===== src/rtl/axi4_arw_arbiter.sv =====
// Arbitrates NUM_CH AW/AR channel pairs onto one registered combined address channel.
// Define ARW_WR_PRIO_EN for write-priority arbitration with reads forced in after MAX_RD_WAIT writes.
module axi4_arw_arbiter #(
    parameter int NUM_CH      = 2,
    parameter int AID_LEN     = 4,
    parameter int AADDR_LEN   = 32,
    parameter int MAX_RD_WAIT = 4,
    localparam int CH_W       = (NUM_CH > 1) ? $clog2(NUM_CH) : 1
) (
    input  logic                        aclk_i,
    input  logic                        arst_i,
    input  logic [NUM_CH*AID_LEN-1:0]   awid_i,
    input  logic [NUM_CH*AADDR_LEN-1:0] awaddr_i,
    input  logic [NUM_CH*8-1:0]         awlen_i,
    input  logic [NUM_CH-1:0]           awvalid_i,
    output logic [NUM_CH-1:0]           awready_o,
    input  logic [NUM_CH*AID_LEN-1:0]   arid_i,
    input  logic [NUM_CH*AADDR_LEN-1:0] araddr_i,
    input  logic [NUM_CH*8-1:0]         arlen_i,
    input  logic [NUM_CH-1:0]           arvalid_i,
    output logic [NUM_CH-1:0]           arready_o,
    output logic [AID_LEN-1:0]          aid_o,
    output logic [AADDR_LEN-1:0]        aaddr_o,
    output logic [7:0]                  alen_o,
    output logic                        atype_o,
    output logic [CH_W-1:0]             asrc_o,
    output logic                        avalid_o,
    input  logic                        aready_i
);
    typedef enum logic {ST_EMPTY = 1'b0, ST_FULL = 1'b1} state_t;
    state_t state_reg, state_next;

    logic            load;
    logic            any_req;
    logic            grant;
    logic [CH_W-1:0] win_ch;
    logic            win_wr;

    logic [AID_LEN-1:0]   aw_id_arr   [NUM_CH];
    logic [AADDR_LEN-1:0] aw_addr_arr [NUM_CH];
    logic [7:0]           aw_len_arr  [NUM_CH];
    logic [AID_LEN-1:0]   ar_id_arr   [NUM_CH];
    logic [AADDR_LEN-1:0] ar_addr_arr [NUM_CH];
    logic [7:0]           ar_len_arr  [NUM_CH];

    logic [AID_LEN-1:0]   aid_reg;
    logic [AADDR_LEN-1:0] aaddr_reg;
    logic [7:0]           alen_reg;
    logic                 atype_reg;
    logic [CH_W-1:0]      asrc_reg;

    assign load  = !avalid_o || aready_i;
    // Readies are suppressed while reset is held so nothing is consumed that the slice drops.
    assign grant = load && any_req && !arst_i;

    for (genvar gi = 0; gi < NUM_CH; gi++) begin : g_chan
        assign aw_id_arr[gi]   = awid_i[gi*AID_LEN +: AID_LEN];
        assign aw_addr_arr[gi] = awaddr_i[gi*AADDR_LEN +: AADDR_LEN];
        assign aw_len_arr[gi]  = awlen_i[gi*8 +: 8];
        assign ar_id_arr[gi]   = arid_i[gi*AID_LEN +: AID_LEN];
        assign ar_addr_arr[gi] = araddr_i[gi*AADDR_LEN +: AADDR_LEN];
        assign ar_len_arr[gi]  = arlen_i[gi*8 +: 8];
        assign awready_o[gi]   = grant &&  win_wr && (win_ch == CH_W'(gi));
        assign arready_o[gi]   = grant && !win_wr && (win_ch == CH_W'(gi));
    end

`ifdef ARW_WR_PRIO_EN
    localparam int RW_W = $clog2(MAX_RD_WAIT + 1);

    logic [CH_W-1:0] wr_ptr_reg, rd_ptr_reg;
    logic [RW_W-1:0] rd_wait_reg, rd_wait_next;
    logic [CH_W:0]   aw_pick, ar_pick;
    logic            any_aw, any_ar, pick_rd;

    // Returns {found, index} of the first set bit of v searching upward from ptr, wrapping.
    function automatic logic [CH_W:0] rr_pick(input logic [NUM_CH-1:0] v, input logic [CH_W-1:0] ptr);
        logic [NUM_CH-1:0] rot;
        logic [CH_W:0]     sum;
        logic              found;
        logic [CH_W-1:0]   off;
        rot   = NUM_CH'({v, v} >> ptr);
        found = 1'b0;
        off   = '0;
        for (int i = 0; i < NUM_CH; i++) begin
            if (!found && rot[i]) begin
                found = 1'b1;
                off   = CH_W'(i);
            end
        end
        sum = {1'b0, ptr} + {1'b0, off};
        if (sum >= (CH_W+1)'(NUM_CH)) sum = sum - (CH_W+1)'(NUM_CH);
        return {found, sum[CH_W-1:0]};
    endfunction

    function automatic logic [CH_W-1:0] ch_inc(input logic [CH_W-1:0] c);
        return (c == CH_W'(NUM_CH - 1)) ? '0 : c + 1'b1;
    endfunction

    assign aw_pick = rr_pick(awvalid_i, wr_ptr_reg);
    assign ar_pick = rr_pick(arvalid_i, rd_ptr_reg);
    assign any_aw  = aw_pick[CH_W];
    assign any_ar  = ar_pick[CH_W];
    assign pick_rd = any_ar && (!any_aw || rd_wait_reg == RW_W'(MAX_RD_WAIT));
    assign any_req = any_aw || any_ar;
    assign win_wr  = !pick_rd;
    assign win_ch  = pick_rd ? ar_pick[CH_W-1:0] : aw_pick[CH_W-1:0];

    always_comb begin
        rd_wait_next = rd_wait_reg;
        if (!any_ar || (grant && !win_wr)) rd_wait_next = '0;
        else if (grant)                    rd_wait_next = rd_wait_reg + 1'b1;
    end

    always_ff @(posedge aclk_i or posedge arst_i) begin
        if (arst_i) begin
            wr_ptr_reg  <= '0;
            rd_ptr_reg  <= '0;
            rd_wait_reg <= '0;
        end else begin
            rd_wait_reg <= rd_wait_next;
            if (grant && win_wr)  wr_ptr_reg <= ch_inc(win_ch);
            if (grant && !win_wr) rd_ptr_reg <= ch_inc(win_ch);
        end
    end
`else
    localparam int            NREQ   = 2 * NUM_CH;
    localparam int            RR_W   = $clog2(NREQ);
    localparam logic [RR_W:0] NREQ_V = (RR_W+1)'(NREQ);

    logic [NREQ-1:0] req_vec, req_rot;
    logic [RR_W-1:0] rr_ptr_reg, win_idx;

    for (genvar gi = 0; gi < NUM_CH; gi++) begin : g_req
        assign req_vec[2*gi]   = awvalid_i[gi];
        assign req_vec[2*gi+1] = arvalid_i[gi];
    end

    // Rotate so bit 0 is the requester at rr_ptr, then take the first set bit.
    assign req_rot = NREQ'({req_vec, req_vec} >> rr_ptr_reg);

    always_comb begin
        logic [RR_W-1:0] off;
        logic [RR_W:0]   sum;
        any_req = 1'b0;
        off     = '0;
        for (int i = 0; i < NREQ; i++) begin
            if (!any_req && req_rot[i]) begin
                any_req = 1'b1;
                off     = RR_W'(i);
            end
        end
        sum = {1'b0, rr_ptr_reg} + {1'b0, off};
        if (sum >= NREQ_V) sum = sum - NREQ_V;
        win_idx = sum[RR_W-1:0];
    end

    assign win_wr = !win_idx[0];
    assign win_ch = CH_W'(win_idx >> 1);

    always_ff @(posedge aclk_i or posedge arst_i) begin
        if (arst_i)     rr_ptr_reg <= '0;
        else if (grant) rr_ptr_reg <= (win_idx == RR_W'(NREQ - 1)) ? '0 : win_idx + 1'b1;
    end
`endif

    always_ff @(posedge aclk_i or posedge arst_i) begin
        if (arst_i) state_reg <= ST_EMPTY;
        else        state_reg <= state_next;
    end

    always_comb begin
        state_next = state_reg;
        if (load) state_next = any_req ? ST_FULL : ST_EMPTY;
    end

    always_comb begin
        avalid_o = (state_reg == ST_FULL);
    end

    always_ff @(posedge aclk_i or posedge arst_i) begin
        if (arst_i) begin
            aid_reg   <= '0;
            aaddr_reg <= '0;
            alen_reg  <= '0;
            atype_reg <= 1'b0;
            asrc_reg  <= '0;
        end else if (grant) begin
            aid_reg   <= win_wr ? aw_id_arr[win_ch]   : ar_id_arr[win_ch];
            aaddr_reg <= win_wr ? aw_addr_arr[win_ch] : ar_addr_arr[win_ch];
            alen_reg  <= win_wr ? aw_len_arr[win_ch]  : ar_len_arr[win_ch];
            atype_reg <= win_wr;
            asrc_reg  <= win_ch;
        end
    end

    assign aid_o   = aid_reg;
    assign aaddr_o = aaddr_reg;
    assign alen_o  = alen_reg;
    assign atype_o = atype_reg;
    assign asrc_o  = asrc_reg;
endmodule


===== config.mk =====
export PLATFORM = sky130hd
export DESIGN_NAME = axi4_arw_arbiter
export DESIGN_NICKNAME = d
export VERILOG_FILES = /design/src/rtl/axi4_arw_arbiter.sv
export SDC_FILE = /design/constraint.sdc
export NUM_CORES = 1
export LEC_CHECK = 0
export ABC_CLOCK_PERIOD_IN_PS = 3000
export BUFFER_PORTS_ARGS = -buffer_cell sky130_fd_sc_hd__buf_2
export CORE_ASPECT_RATIO = 0.6
export CORE_MARGIN = 2
export CORE_UTILIZATION = 30
export CTS_BUF_LIST = sky130_fd_sc_hd__clkbuf_8 sky130_fd_sc_hd__clkbuf_16
export CTS_CLUSTER_DIAMETER = 150
export DETAILED_ROUTE_END_ITERATION = 12
export GPL_ROUTABILITY_DRIVEN = 0
export PLACE_DENSITY = 0.7
export SYNTH_ARGS = -nofsm -noshare
export SYNTH_HDL_FRONTEND = slang
export SYNTH_SLANG_ARGS = --single-unit

===== constraint.sdc =====
create_clock -name aclk_i -period 3 [get_ports aclk_i]
set_clock_uncertainty 0.15 [all_clocks]
set_input_delay 0.15 -clock aclk_i [delete_from_list [all_inputs] [get_ports aclk_i]]
set_output_delay 0.15 -clock aclk_i [all_outputs]
set_load 0.01 [all_outputs]

After elaboration in Yosys (flattened, before gate mapping). Index checks and enable logic that the tools add are counted. W data, S select, Z words.

Bits in registers: 49. Input port bits: 183. Output and inout port bits: 51.

Shifts and indexed selects: 1. Magnitude comparators: 2. Reductions and logical operators: 18. Bitwise gates (word level): 2. Multiplexer cells: 31. $add $sub $neg: 3. Equality and inequality tests: 1.

Operators by type and width (count): $mux W32 (7); $mux W8 (7); $mux W4 (7); $logic_and A1 B1 Y1 (11); $mux W2 (4); $shr A8 B2 Y4 (1); $logic_not A1 Y1 (6); $mux W1 (6); $add A2 B2 Y3 (1); $ge A3 B3 Y1 const B (1); $add A2 B1 Y2 const B (1); $eq A2 B2 Y1 const B (1); $ge A2 B2 Y1 const B (1); $not A1 Y2 (1); $sub A2 B1 Y2 const B (1); $logic_or A1 B1 Y1 (1); $not A1 Y1 (1).

Logic depth before layout (Yosys ltp). Gate-level depths: netlist (run 1).

Depth after elaboration: 19. Depth in mapped cells: 11. Mapped depth without buffers: 9.

Worst setup path before layout (run 1). Ideal clock, no wire load.

Path type: register -> output. Start: register rr_ptr_reg[1]. End: output port arready_o[0]. Buffers on the path: 4. Setup slack: 414 ps. Stages on the path, launching flop included: 12. Data arrival time: 2286 ps. Cell sequence: dfrtp_1 -> buf_2 -> nand2_1 -> a2bb2oi_1 -> o221ai_1 -> o21a_1 -> ha_1 -> clkbuf_1 -> clkbuf_1 -> clkbuf_1 -> nand2_1 -> nor2_1.

Word-level cells in the longest chain between the ends: 16.

Ends and longest elaborated chain: from (decl) (line 131) `logic [RR_W-1:0] rr_ptr_reg, win_idx;`; from (signal assigned) (line 162) `else if (grant) rr_ptr_reg <= (win_idx == RR_W'(NREQ - 1)) ? '0 : win_idx + 1'b1;`; $shr A8 B2 Y4 (line 139) `assign req_rot = NREQ'({req_vec, req_vec} >> rr_ptr_reg);`; $mux W1 (line 147) `if (!any_req && req_rot[i]) begin`; $logic_not A1 Y1 (line 147); $logic_and A1 B1 Y1 (line 147); $mux W1 (line 147); $logic_not A1 Y1 (line 147); $logic_and A1 B1 Y1 (line 147); $mux W1 (line 147); $logic_not A1 Y1 (line 147); $logic_and A1 B1 Y1 (line 147); $mux W2 (line 147); $add A2 B2 Y3 (line 152) `sum = {1'b0, rr_ptr_reg} + {1'b0, off};`; $ge A3 B3 Y1 or $sub A2 B1 Y2 (tied branches) (line 153) `if (sum >= NREQ_V) sum = sum - NREQ_V;`; $mux W2 (line 153); $logic_and A1 B1 Y1 or $not A1 Y1 (tied branches) (line 64) `assign arready_o[gi] = grant && !win_wr && (win_ch == CH_W'(gi));`; $logic_and A1 B1 Y1 (*) (line 64); to (decl) (line 21) `output logic [NUM_CH-1:0] arready_o,`.

Every way passes the cells marked *; elsewhere a longest branch is shown, timed or not.

Worst setup path after layout (run 1).
Start: register rr_ptr_reg[1]. End: output port awready_o[1].

Word-level cells in the longest chain between the ends: 17.

Ends and longest elaborated chain: $shr A8 B2 Y4 (line 139); $mux W1 (line 147); $logic_not A1 Y1 (line 147); $logic_and A1 B1 Y1 (line 147); $mux W1 (line 147); $logic_not A1 Y1 (line 147); $logic_and A1 B1 Y1 (line 147); $mux W1 (line 147); $logic_not A1 Y1 (line 147); $logic_and A1 B1 Y1 (line 147); $mux W2 (line 147); $add A2 B2 Y3 (line 152); $ge A3 B3 Y1 or $sub A2 B1 Y2 (tied branches) (line 153); $mux W2 (line 153); $logic_not A1 Y1 (line 157) `assign win_wr = !win_idx[0];`; $logic_and A1 B1 Y1 (line 63) `assign awready_o[gi] = grant && win_wr && (win_ch == CH_W'(gi));`; $logic_and A1 B1 Y1 (*) (line 63); to (decl) (line 16) `output logic [NUM_CH-1:0] awready_o,`.

Marked as above.

==> run_results.csv, run 1 <==
group,metric,value,unit
grt,grt_pass1_vias,3983,
worst_setup_path,max_stage_delay,0.43,ns
logic_synthesis,seq_area_frac_synth,31.66,%
finish,nets,811,
worst_setup_path,r2r_slack,0.22,ns
die,start_util,31.15,%
logic_synthesis,yosys_warnings,0,
grt,grtUsageMet1,24.33,%
worst_setup_path,crit_fanout,8,
worst_setup_path,worstPathArrival,2.57,ns
finish,largest_register_ffs,32,
detailed_routing,drt_wl_total,13150,um
power_and_ir_drop,p_leak,2.446,nW
clock_tree,numCtsBuffers,5,
sta,clock.fmax,348.3,MHz
sta,drv_slew,0,
sta,final-hold-violation-count,19,
detailed_routing,drtIter0Drc,194,
logic_synthesis,synthCells,410,
logic_synthesis,synth_cell_types,37,
clock_tree,cts_tree,"done",
finish,fillers,1215,
worst_setup_path,start_kind,"register",
hold_path,worstHoldPathType,"in -> async",
finish,drive_gt1_share,49.68,%
clock_tree,clockRootBuffer,"clkbuf_16",
outcome,outcome,"finished with violations",
die,core,12180,um2
job,drv.max_cap_violation_count,0,
placement,dpl.hpwl,9904,um
power_and_ir_drop,peakVddDrop,0.6572,mV
grt,grt_pass1_wl,19860,um
power_and_ir_drop,powerDensity,1191,nW/um2
placement,dp_cells,776,
die,rows,31,
clock_tree,clock_sinks,48,
finish,antennaDiodeCount,0,
worst_setup_path,cp_slowest_cell,"dfrtp_2",
grt,grt_max_degree,64,
detailed_routing,wire_per_inst,16.58,um
sta,fin_crit_sh,95.71,%
sta,setup_viol,0,
clock_tree,clock_path_buffers,2,
sta,period_needed,2.871,ns
worst_setup_path,crit_path_end_kind,"output pin",
die,io_pins,234,
sta,worst_pin_slew,1.048,ns
placement,io_buffers,233,
detailed_routing,first_pass_iters,4,
power_and_ir_drop,finalPower,6.438,mW
logic_synthesis,avgSynthCellArea,9.253,um2
grt,grt.busiest_layer,"met2",
grt,grt_use_met3,4.020,%
worst_setup_path,crit_required,2.70,ns
clock_tree,htreeDepth,2,
grt,grt_overflow,0,
logic_synthesis,syn_nets,594,
detailed_routing,drc,0,
die,dieArea,13590,um2
finish,synthToLayoutAreaGrowth,42.55,%
grt,antenna_found_initial,0,
logic_synthesis,synthesis.area,3794,um2
sta,rsz0062_at_grt,"yes",
grt,track_usage,17.99,%
clock_tree,clock_latency,0.29,ns
sta,relSlewSlack,30.16,%
detailed_routing,drtAntennaViolNets,0,
detailed_routing,drt-vias-per-instance,5.291,
sta,hold_ws,-0.02068,ns
grt,met2_usage,29.76,%
die,die_x,149.2,um
outcome,violations,"negative hold slack",
clock_tree,cts.clk_slew.worst_paths,0.07,ns
finish,layout.cells.non_filler,793,
worst_setup_path,criticalPathCategory,"reg -> out",
worst_setup_path,path_cells,"nand2_1 > a21oi_1 > o22ai_1 > o21a_1 > ha_4 > xnor2_2 > nor4_4 > buf_12 > nor2_1 > nor3_1 > buf_2",
detailed_routing,vias,4196,
die,die_y,91.11,um
logic_synthesis,ys_ff_latch,48,
-- stage by stage --
step | worst slack, ns | instance area (um2) | utilization (%) | setup TNS (ns)
after floorplan | 0.4140 | 3794 | - | 0
after global placement | 0.1683 | 5142 | 42.22 | 0
after detailed placement | 0.06418 | 5142 | 42.22 | 0
after CTS | 0.01554 | 5314 | 43.63 | 0
after global routing | -0.03155 | 5408 | 44.40 | -0.07539
final | 0.1288 | 5408 | 44.40 | 0
-- worst max-delay path: cells and delay by family, from the launching register on --
kind / cells / cell delay, ns
DFF: 1 / 0.43
AOI/OAI and AO/OA: 3 / 0.48
xor gates and xnor gates: 1 / 0.17
and+or+nand+nor: 4 / 0.70
buffers and inverters: 2 / 0.33
adders and majority gates: 1 / 0.18
-- cell families after synthesis --
kind of cell | Yosys count | share of synthesized area [%]
compound gates | 147 | 37.30
xor+xnor | 2 | 0.4618
fa+ha+maj | 1 | 0.3298
buf+inv | 51 | 6.530
flops | 48 | 31.66
mux | 1 | 0.2639
simple gates | 160 | 23.45
-- worst paths after layout --
| path | start | to | cells past startpoint |
|---|---|---|---|
| max | rr_ptr_reg[1]$_DFFE_PP0N_ | awready_o[1] | 11 |
| min | arst_i | avalid_o$_DFFE_PP0N_ | 2 |
| max reg2reg | rr_ptr_reg[1]$_DFFE_PP0N_ | aaddr_o[15]$_DFFE_PP0N_ | 10 |
| min reg2reg | aaddr_o[6]$_DFFE_PP0N_ | aaddr_o[6]$_DFFE_PP0N_ | 2 |
| max in group asynchronous | arst_i | rr_ptr_reg[1]$_DFFE_PP0N_ | 2 |
| min in group aclk_i | arvalid_i[1] | avalid_o$_DFFE_PP0N_ | 3 |
-- cells in the mapped netlist, drive strengths merged --
library cell  instances  area [um2]
a21oi                 1       5.000
a21boi                1       7.510
buf                  24       146.4
nand2b                2       12.51
nor2                  3       11.26
nor2b                92       575.6
xnor2                 1       8.760
clkbuf               25       93.84
a2111oi              44       386.6
mux2i                 1       10.01
xor2                  1       8.760
nand2                50       187.7
nor3                  6       35.03
a2bb2oi               1       8.760
ha                    1       12.51
a221oi               44       385.4
o21a                  4       30.03
a31oi                 1       12.51
o22ai                 1       6.260
o21ai                 3       15.01
o31ai                46       549.3
nor4                  2       27.53
inv                   2       7.510
nand4                 1       12.51
dfrtp                48        1201
nor3b                 2       15.01
or3                   2       12.51
o221ai                1       8.760
-- cell type report --
cell class	count	area [um2]	area share [%]
clock buffers	6	138.9	2.568
clock inverters	2	7.507	0.1388
inverters	2	7.507	0.1388
multi-input cells	311	2389	44.17
flip-flops and latches	48	1202	22.24
well taps	165	206.4	3.818
repair buffers	259	1456	26.93
-- metal layers --
metal | vias up | share of wire, %
met5 | - | 0
met1 | 1968 | 45
met4 | 0 | 0.52
met3 | 10 | 7.9
met2 | 202 | 47
li1 | 2016 | -
-- cell usage in the layout (no fill, tap or decap), drive strengths merged, types with 3 or more instances in the layout --
cell     Yosys  layout
nor2b       92      92
inv          2       4
a2111oi     44      44
o21ai        3       3
a221oi      44      44
buf         24     257
dfrtp       48      48
o21a         4       4
clkbuf      25       7
nand2       50      50
nor2         3       3
nor3         6       6
o31ai       46      46
-- repair_timing --
item,in CTS,in global routing
resized for setup,0,10
hold buffers,1,0
buffers inserted,2,5
hold endpoints to repair,1,0
pin swaps,0,1
endpoints found under the setup margin,2,41
cloned,0,1
-- power by group --
part | leakage, nW | switching, mW | total [mW] | internal [mW]
combinational | 1.78 | 2.75 | 4.70 | 1.96
sequential | 0.587 | 0.204 | 1.16 | 0.959
clock | 0.0795 | 0.245 | 0.571 | 0.327
Power figures use the tool's default switching activity.
==> run 2: changes to the inputs <==
Settings changed: ABC_CLOCK_PERIOD_IN_PS 3000 to 3600.
Clock period 3 ns to 3.6 ns, I/O delays scaled along.
==> run 2 against run 1 <==
First-iteration DRC count is 35% higher. Critical path depth stayed put. Largest cell class unchanged. Sequential power is 16% lower. Register-to-register slack better by 0.15 ns. Routed wire length is 0.84% lower. Count of clock-buffer cells in the layout is 1 higher. The flow now finishes without violations.
==> run_results.csv, run 2 (synthesis gave the netlist of run 1 again) <==
group,metric,value,unit
clock_tree,cts.clk_slew.worst_paths,0.07,ns
power_and_ir_drop,pwr-share-comb,69.4,%
placement,dp_cells,768,
power_and_ir_drop,p_leak,2.352,nW
power_and_ir_drop,sw_frac_of_total,50.72,%
placement,dpl.hpwl,9895,um
detailed_routing,drt_wl_total,13040,um
grt,grt_overflow,0,
clock_tree,clock_latency,0.29,ns
sta,final-hold-violation-count,0,
finish,layout.cells.non_filler,776,
die,dieArea,13590,um2
sta,setup_viol,0,
die,core,12180,um2
worst_setup_path,path_cells,"nand2_1 > a2bb2oi_1 > o221ai_1 > o21a_1 > ha_4 > xnor2_1 > o31ai_4 > buf_4 > nand2_1 > nor3_1 > buf_2",
worst_setup_path,cpMostUsedCell,"nand2_1",
finish,synthToLayoutAreaGrowth,38.13,%
sta,drv_slew,0,
die,rows,31,
finish,fillers,1219,
sta,relSlewSlack,26.96,%
sta,fin_setup_tns,0,ns
detailed_routing,drc,0,
sta,worst_slack,0.2144,ns
power_and_ir_drop,p_clk_share,11.5,%
worst_setup_path,crit_path_end_kind,"output pin",
die,io_pins,234,
power_and_ir_drop,seq_power_share,19.1,%
power_and_ir_drop,peakVddDrop,0.6963,mV
outcome,outcome,"finished clean",
sta,worst_pin_slew,1.096,ns
placement,dpl_worst_slack,0.4624,ns
detailed_routing,drtIter0Drc,262,
clock_tree,clock_sinks,48,
grt,grt_max_degree,94,
clock_tree,htreeDepth,2,
sta,fin_crit_sh,94.04,%
finish,fin_util,43.02,%
clock_tree,post_cts_resized,0,
worst_setup_path,worstRegToRegCells,10,
grt,antenna_found_initial,0,
clock_tree,cts_tree,"done",
grt,grt_pass1_wl,20350,um
detailed_routing,vias,4101,
sta,clock.fmax,295.4,MHz
placement,io_buffers,233,
worst_setup_path,max_stage_delay,0.51,ns
clock_tree,cts_setup_buffers,0,
worst_setup_path,worstPathArrival,3.06,ns
worst_setup_path,crit_required,3.27,ns
clock_tree,clock_path_buffers,2,
clock_tree,clockRootBuffer,"clkbuf_16",
detailed_routing,drtAntennaViolNets,0,
die,start_util,31.15,%
clock_tree,postCtsHoldBufs,0,
sta,rsz0062_at_grt,"no",
finish,final_common_cell,"buf_2",
worst_setup_path,criticalPathCategory,"reg -> out",
detailed_routing,wire_per_inst,16.80,um
grt,grt_pass1_vias,3993,
job,drv.max_cap_violation_count,0,
power_and_ir_drop,powerDensity,965.9,nW/um2
detailed_routing,first_pass_iters,6,
worst_setup_path,crit_fanout,25,
finish,largest_register_ffs,32,
finish,antennaDiodeCount,0,
finish,nets,794,
sta,period_needed,3.386,ns
worst_setup_path,r2r-start,"rr_ptr_reg[1]$_DFFE_PP0N_",
grt,track_usage,18.57,%
die,die_x,149.2,um
worst_setup_path,cp_slowest_cell,"dfrtp_1",
finish,drive_gt1_share,48.45,%
detailed_routing,drt-vias-per-instance,5.285,
finish,final_cell_mix,"233 x buf_2, 92 x nor2b_1, 50 x nand2_1, 48 x dfrtp_1, 44 x a221oi_1",
die,die_y,91.11,um
worst_setup_path,start_kind,"register",
worst_setup_path,r2r_slack,0.37,ns
worst_setup_path,r2r_end,"aaddr_o[13]$_DFFE_PP0N_",
placement,placed_area,5057,um2
finish,fin_area,5240,um2
clock_tree,numCtsBuffers,5,
power_and_ir_drop,p_switching,2.567,mW
power_and_ir_drop,p_int,2.494,mW
hold_path,worstHoldPathType,"in -> async",
run 2: per-layer routing:
metal | global-route usage [%] | up-vias | share of wire [%]
met5 | 0 | - | 0
li1 | - | 1984 | -
met1 | 25.56 | 1963 | 46
met3 | 3.819 | 8 | 6.8
met4 | 2.540 | 0 | 0.54
met2 | 30.76 | 146 | 47
run 2: critical path: cells and delay by family (launching register included):
family,cells,cell delay [ns]
AOI/OAI and AO/OA,4,0.88
xor gates and xnor gates,1,0.37
adders and majority gates,1,0.17
buffers and inverters,2,0.51
and+or+nand+nor,3,0.29
DFF,1,0.51
run 2: power groups by stage:
| stage | clock (mW) | sequential [mW] | combinational [mW] |
|---|---|---|---|
| 2_1_floorplan | 0 | 1.05 | 2.51 |
| 3_3_place_gp | 0 | 0.966 | 3.42 |
| 3_5_place_dp | 0 | 0.982 | 3.53 |
| 4_1_cts | 0.599 | 0.973 | 3.53 |
| 5_1_grt | 0.621 | 1.00 | 3.91 |
| 6_report | 0.581 | 0.969 | 3.51 |
run 2: per-stage QoR:
step	hold slack, ns	total power, mW
floorplan	0.1591	3.566
CTS	0.01937	5.106
finish	0.01507	5.061
global placement	0.3110	4.383
global route	0.03598	5.530
detailed placement	0.3172	4.511
run 2: layout make-up:
cell class	instances	area (um2)	area share, %
multi-input combinational	311	2371	45.25
timing repair buffer	242	1271	24.26
sequential	48	1201	22.92
tap	165	206.4	3.940
clock buffer	7	152.6	2.913
clock inverter	1	30.03	0.5731
inverter	2	7.507	0.1433
run 2: how the worst max path moves through the flow:
stage / slack [ns] / cells past startpoint / startpoint / endpoint
5_1_grt: 0.02 / 11 / rr_ptr_reg[1]$_DFFE_PP0N_ / awready_o[0]
2_1_floorplan: 0.98 / 11 / rr_ptr_reg[1]$_DFFE_PP0N_ / arready_o[0]
3_3_place_gp: 0.66 / 10 / rr_ptr_reg[1]$_DFFE_PP0N_ / aaddr_o[20]$_DFFE_PP0N_
4_1_cts: 0.23 / 11 / rr_ptr_reg[1]$_DFFE_PP0N_ / awready_o[0]
3_5_place_dp: 0.46 / 10 / rr_ptr_reg[1]$_DFFE_PP0N_ / aaddr_o[13]$_DFFE_PP0N_
6_report: 0.21 / 11 / rr_ptr_reg[1]$_DFFE_PP0N_ / awready_o[0]
==> run 3: changes to the inputs <==
Settings changed: ABC_AREA set to 1, CORE_MARGIN 2 to not set, MAX_ROUTING_LAYER set to met4, PLACE_DENSITY 0.7 to 0.72.
==> run 3 against run 2 <==
Sequential share of layout area shrank 0.12 points. Count of clock-buffer cells in the layout down 1. Routed wire length is 1.6% lower. Highest routed layer unchanged. First-iteration DRC count down 18%. Synthesized cell count increased by 30%. Flip-flop and latch count did not move. Sequential power shrank 1%. Area after synthesis is 7.7% lower. Clock power is 16% lower. Worst hold slack got worse by 0.012 ns. Final area increased by 0.53%. Register-to-register slack improved by 0.07 ns.
==> run_results.csv, run 3 <==
group,metric,value,unit
outcome,outcome,"finished clean",
worst_setup_path,cp_slowest_cell,"dlygate4sd3_1",
die,core,11340,um2
power_and_ir_drop,peakVddDrop,0.3501,mV
logic_synthesis,yosys_warnings,0,
sta,period_needed,3.159,ns
placement,io_buffers,233,
logic_synthesis,seq_area_frac_synth,34.29,%
logic_synthesis,synth-async-reset-ratio,100.0,%
worst_setup_path,r2r_end,"aaddr_o[13]$_DFFE_PP0N_",
hold_path,worstHoldStart,"araddr_i[42]",
grt,track_usage,21.76,%
hold_path,worstHoldPathType,"in -> reg",
worst_setup_path,criticalPathCategory,"reg -> reg",
finish,final_common_cell,"nand2_1",
finish,synthToLayoutAreaGrowth,50.36,%
clock_tree,clock_sinks,48,
detailed_routing,drtIter0Drc,215,
finish,fin_util,46.47,%
finish,largest_register_ffs,32,
sta,worst_pin_slew,1.067,ns
finish,layout.cells.non_filler,949,
worst_setup_path,crit_path_end_kind,"register",
detailed_routing,drt_wl_total,12840,um
worst_setup_path,crit_family,"buffers and inverters",
sta,fin_setup_tns,0,ns
grt,grt_pass1_vias,4246,
worst_setup_path,r2r_slack,0.44,ns
placement,dpl.hpwl,8616,um
logic_synthesis,syn_nets,716,
finish,final_cell_mix,"313 x nand2_1, 233 x buf_2, 57 x nand3_1, 48 x dfrtp_1, 38 x dlygate4sd3_1",
grt,grt_use_met3,4.746,%
logic_synthesis,avgSynthCellArea,6.585,um2
grt,grtUsageMet1,28.95,%
finish,fillers,1194,
worst_setup_path,worstPathArrival,3.24,ns
sta,hold_ws,0.003521,ns
finish,nets,971,
detailed_routing,vias,4406,
logic_synthesis,synth_cell_types,27,
sta,fin_crit_sh,87.76,%
sta,rsz0062_at_grt,"no",
detailed_routing,drc,0,
power_and_ir_drop,finalPower,4.935,mW
placement,dp_cells,898,
detailed_routing,drtAntennaViolNets,0,
worst_setup_path,max_stage_delay,0.55,ns
grt,grt_pass1_wl,20490,um
logic_synthesis,synth.top_cell.area_share,34.29,%
grt,grt.busiest_layer,"met2",
worst_setup_path,start_kind,"register",
grt,met2_usage,33.98,%
worst_setup_path,path_cells,"inv_2 > nand2_1 > nand3_1 > nand2_1 > nand3_1 > a21boi_0 > ha_1 > nand3_4 > inv_2 > buf_12 > nand3_2 > nand4_1 > dlygate4sd3_1",
detailed_routing,drt-vias-per-instance,4.643,
sta,relSlewSlack,28.75,%
logic_synthesis,synth_top_area_cell,"dfrtp_1",
grt,grt_overflow,0,
hold_path,min_delay_path_depth,3,
die,die_y,85.71,um
die,dieArea,12130,um2
job,drv.max_cap_violation_count,0,
die,die_x,141.5,um
power_and_ir_drop,p_leak,2.965,nW
worst_setup_path,r2r-start,"atype_o$_DFFE_PP0N_",
logic_synthesis,synth.most_common_cell,"nand2_1",
worst_setup_path,crit_buf_inv,4,
worst_setup_path,worstRegToRegCells,13,
clock_tree,numCtsBuffers,5,
sta,setup_viol,0,
clock_tree,clockRootBuffer,"clkbuf_16",
die,start_util,30.91,%
power_and_ir_drop,powerDensity,936.8,nW/um2
worst_setup_path,crit_required,3.68,ns
logic_synthesis,synth_edf_count,0,
clock_tree,htreeDepth,2,
grt,antenna_found_initial,0,
clock_tree,clock_path_buffers,2,
logic_synthesis,synth_flop_cell,"dfrtp_1",
grt,grt_max_degree,52,
sta,drv_slew,0,
detailed_routing,first_pass_iters,4,
detailed_routing,wire_per_inst,13.52,um
clock_tree,cts.clk_slew.worst_paths,0.07,ns
die,io_pins,234,
finish,drive_gt1_share,36.80,%
logic_synthesis,synthTopCellsByCount,"313 x nand2_1, 57 x nand3_1, 48 x dfrtp_1, 24 x nand4_1, 20 x nand3_2",
clock_tree,clock_latency,0.29,ns
sta,clock.fmax,316.5,MHz
logic_synthesis,synthesis.area,3503,um2
logic_synthesis,synthCells,532,
clock_tree,cts_tree,"done",
logic_synthesis,yosys-top-cells-area,"dfrtp_1 34%, nand2_1 34%, nand3_1 8.1%",
hold_path,whs_endpoint,"aaddr_o[10]$_DFFE_PP0N_",
worst_setup_path,crit_fanout,24,
logic_synthesis,ys_ff_latch,48,
sta,final-hold-violation-count,0,
die,rows,30,
run 3: cell types whose count changed after synthesis, moves of 24 or more:
cell and delta:
nand2_1 +263, a2111oi_0 -43, nand4_1 +24, nand3_1 +57
nor2b_1 -92, a221oi_1 -44, o31ai_2 -38
run 3: worst max path at each step:
| stage | slack [ns] | endpoint | cells past startpoint | from |
|---|---|---|---|---|
| after CTS | 0.18 | aaddr_o[13]$_DFFE_PP0N_ | 14 | atype_o$_DFFE_PP0N_ |
| after global placement | 0.53 | aid_o[1]$_DFFE_PP0N_ | 15 | atype_o$_DFFE_PP0N_ |
| after global routing | 0.02 | aaddr_o[30]$_DFFE_PP0N_ | 15 | atype_o$_DFFE_PP0N_ |
| final | 0.44 | aaddr_o[13]$_DFFE_PP0N_ | 13 | atype_o$_DFFE_PP0N_ |
| after floorplan | 1.19 | aaddr_o[10]$_DFFE_PP0N_ | 15 | atype_o$_DFFE_PP0N_ |
| after detailed placement | 0.40 | aid_o[1]$_DFFE_PP0N_ | 15 | atype_o$_DFFE_PP0N_ |
run 3: tightest hold or removal path, stage by stage:
cell and delay, ns:
buf_2 0.09, nand3_2 0.06, nand4_1 0.08
run 3: kinds of logic (layout without fill, tap and decap cells):
family	Yosys count	after routing	synth area share, %
AOI/OAI and AO/OA	4	4	0.6425
xor gates and xnor gates	1	1	0.4644
adders and majority gates	1	1	0.3571
buffers and inverters	47	301	8.250
DFF	48	48	34.29
other	0	1	0
and+or+nand+nor	431	433	56.00
run 3: final cells by class:
class,count,area [um2],share of cell area [%]
antenna,1,2.502,0.04751
clock buffer,6,138.9,2.637
clock inverter,2,10.01,0.1900
inverter,14,60.06,1.140
multi-input combinational,439,2036,38.65
sequential,48,1201,22.80
tap,160,200.2,3.800
timing repair buffer,279,1619,30.74
run 3: where the power goes:
group | internal, mW | leakage [nW] | total, mW | switching, mW
sequential | 0.800 | 0.597 | 0.955 | 0.155
clock | 0.275 | 0.0766 | 0.489 | 0.214
combinational | 1.12 | 2.29 | 3.49 | 2.37
total | 2.20 | 2.97 | 4.93 | 2.74
run 3: timing repair:
| action | in CTS | in global routing |
|---|---|---|
| gates resized for setup | 0 | 2 |
| setup buffers | 0 | 2 |
| endpoints found under the hold margin | 24 | 0 |
| endpoints found under the setup margin | 0 | 9 |
| hold buffers | 38 | 0 |
run 3: through the flow:
stage	cell area (um2)	setup WS, ns
6_report	5268	0.4407
5_1_grt	5265	0.01791
2_1_floorplan	3503	1.191
3_5_place_dp	4693	0.3991
3_3_place_gp	4693	0.5315
4_1_cts	5223	0.1760
run 3: routing by layer:
metal	wire length, um	part of all wire, %
met3	1035	8.1
met1	6132	48
met5	0	0
met4	68	0.53
met2	5599	44
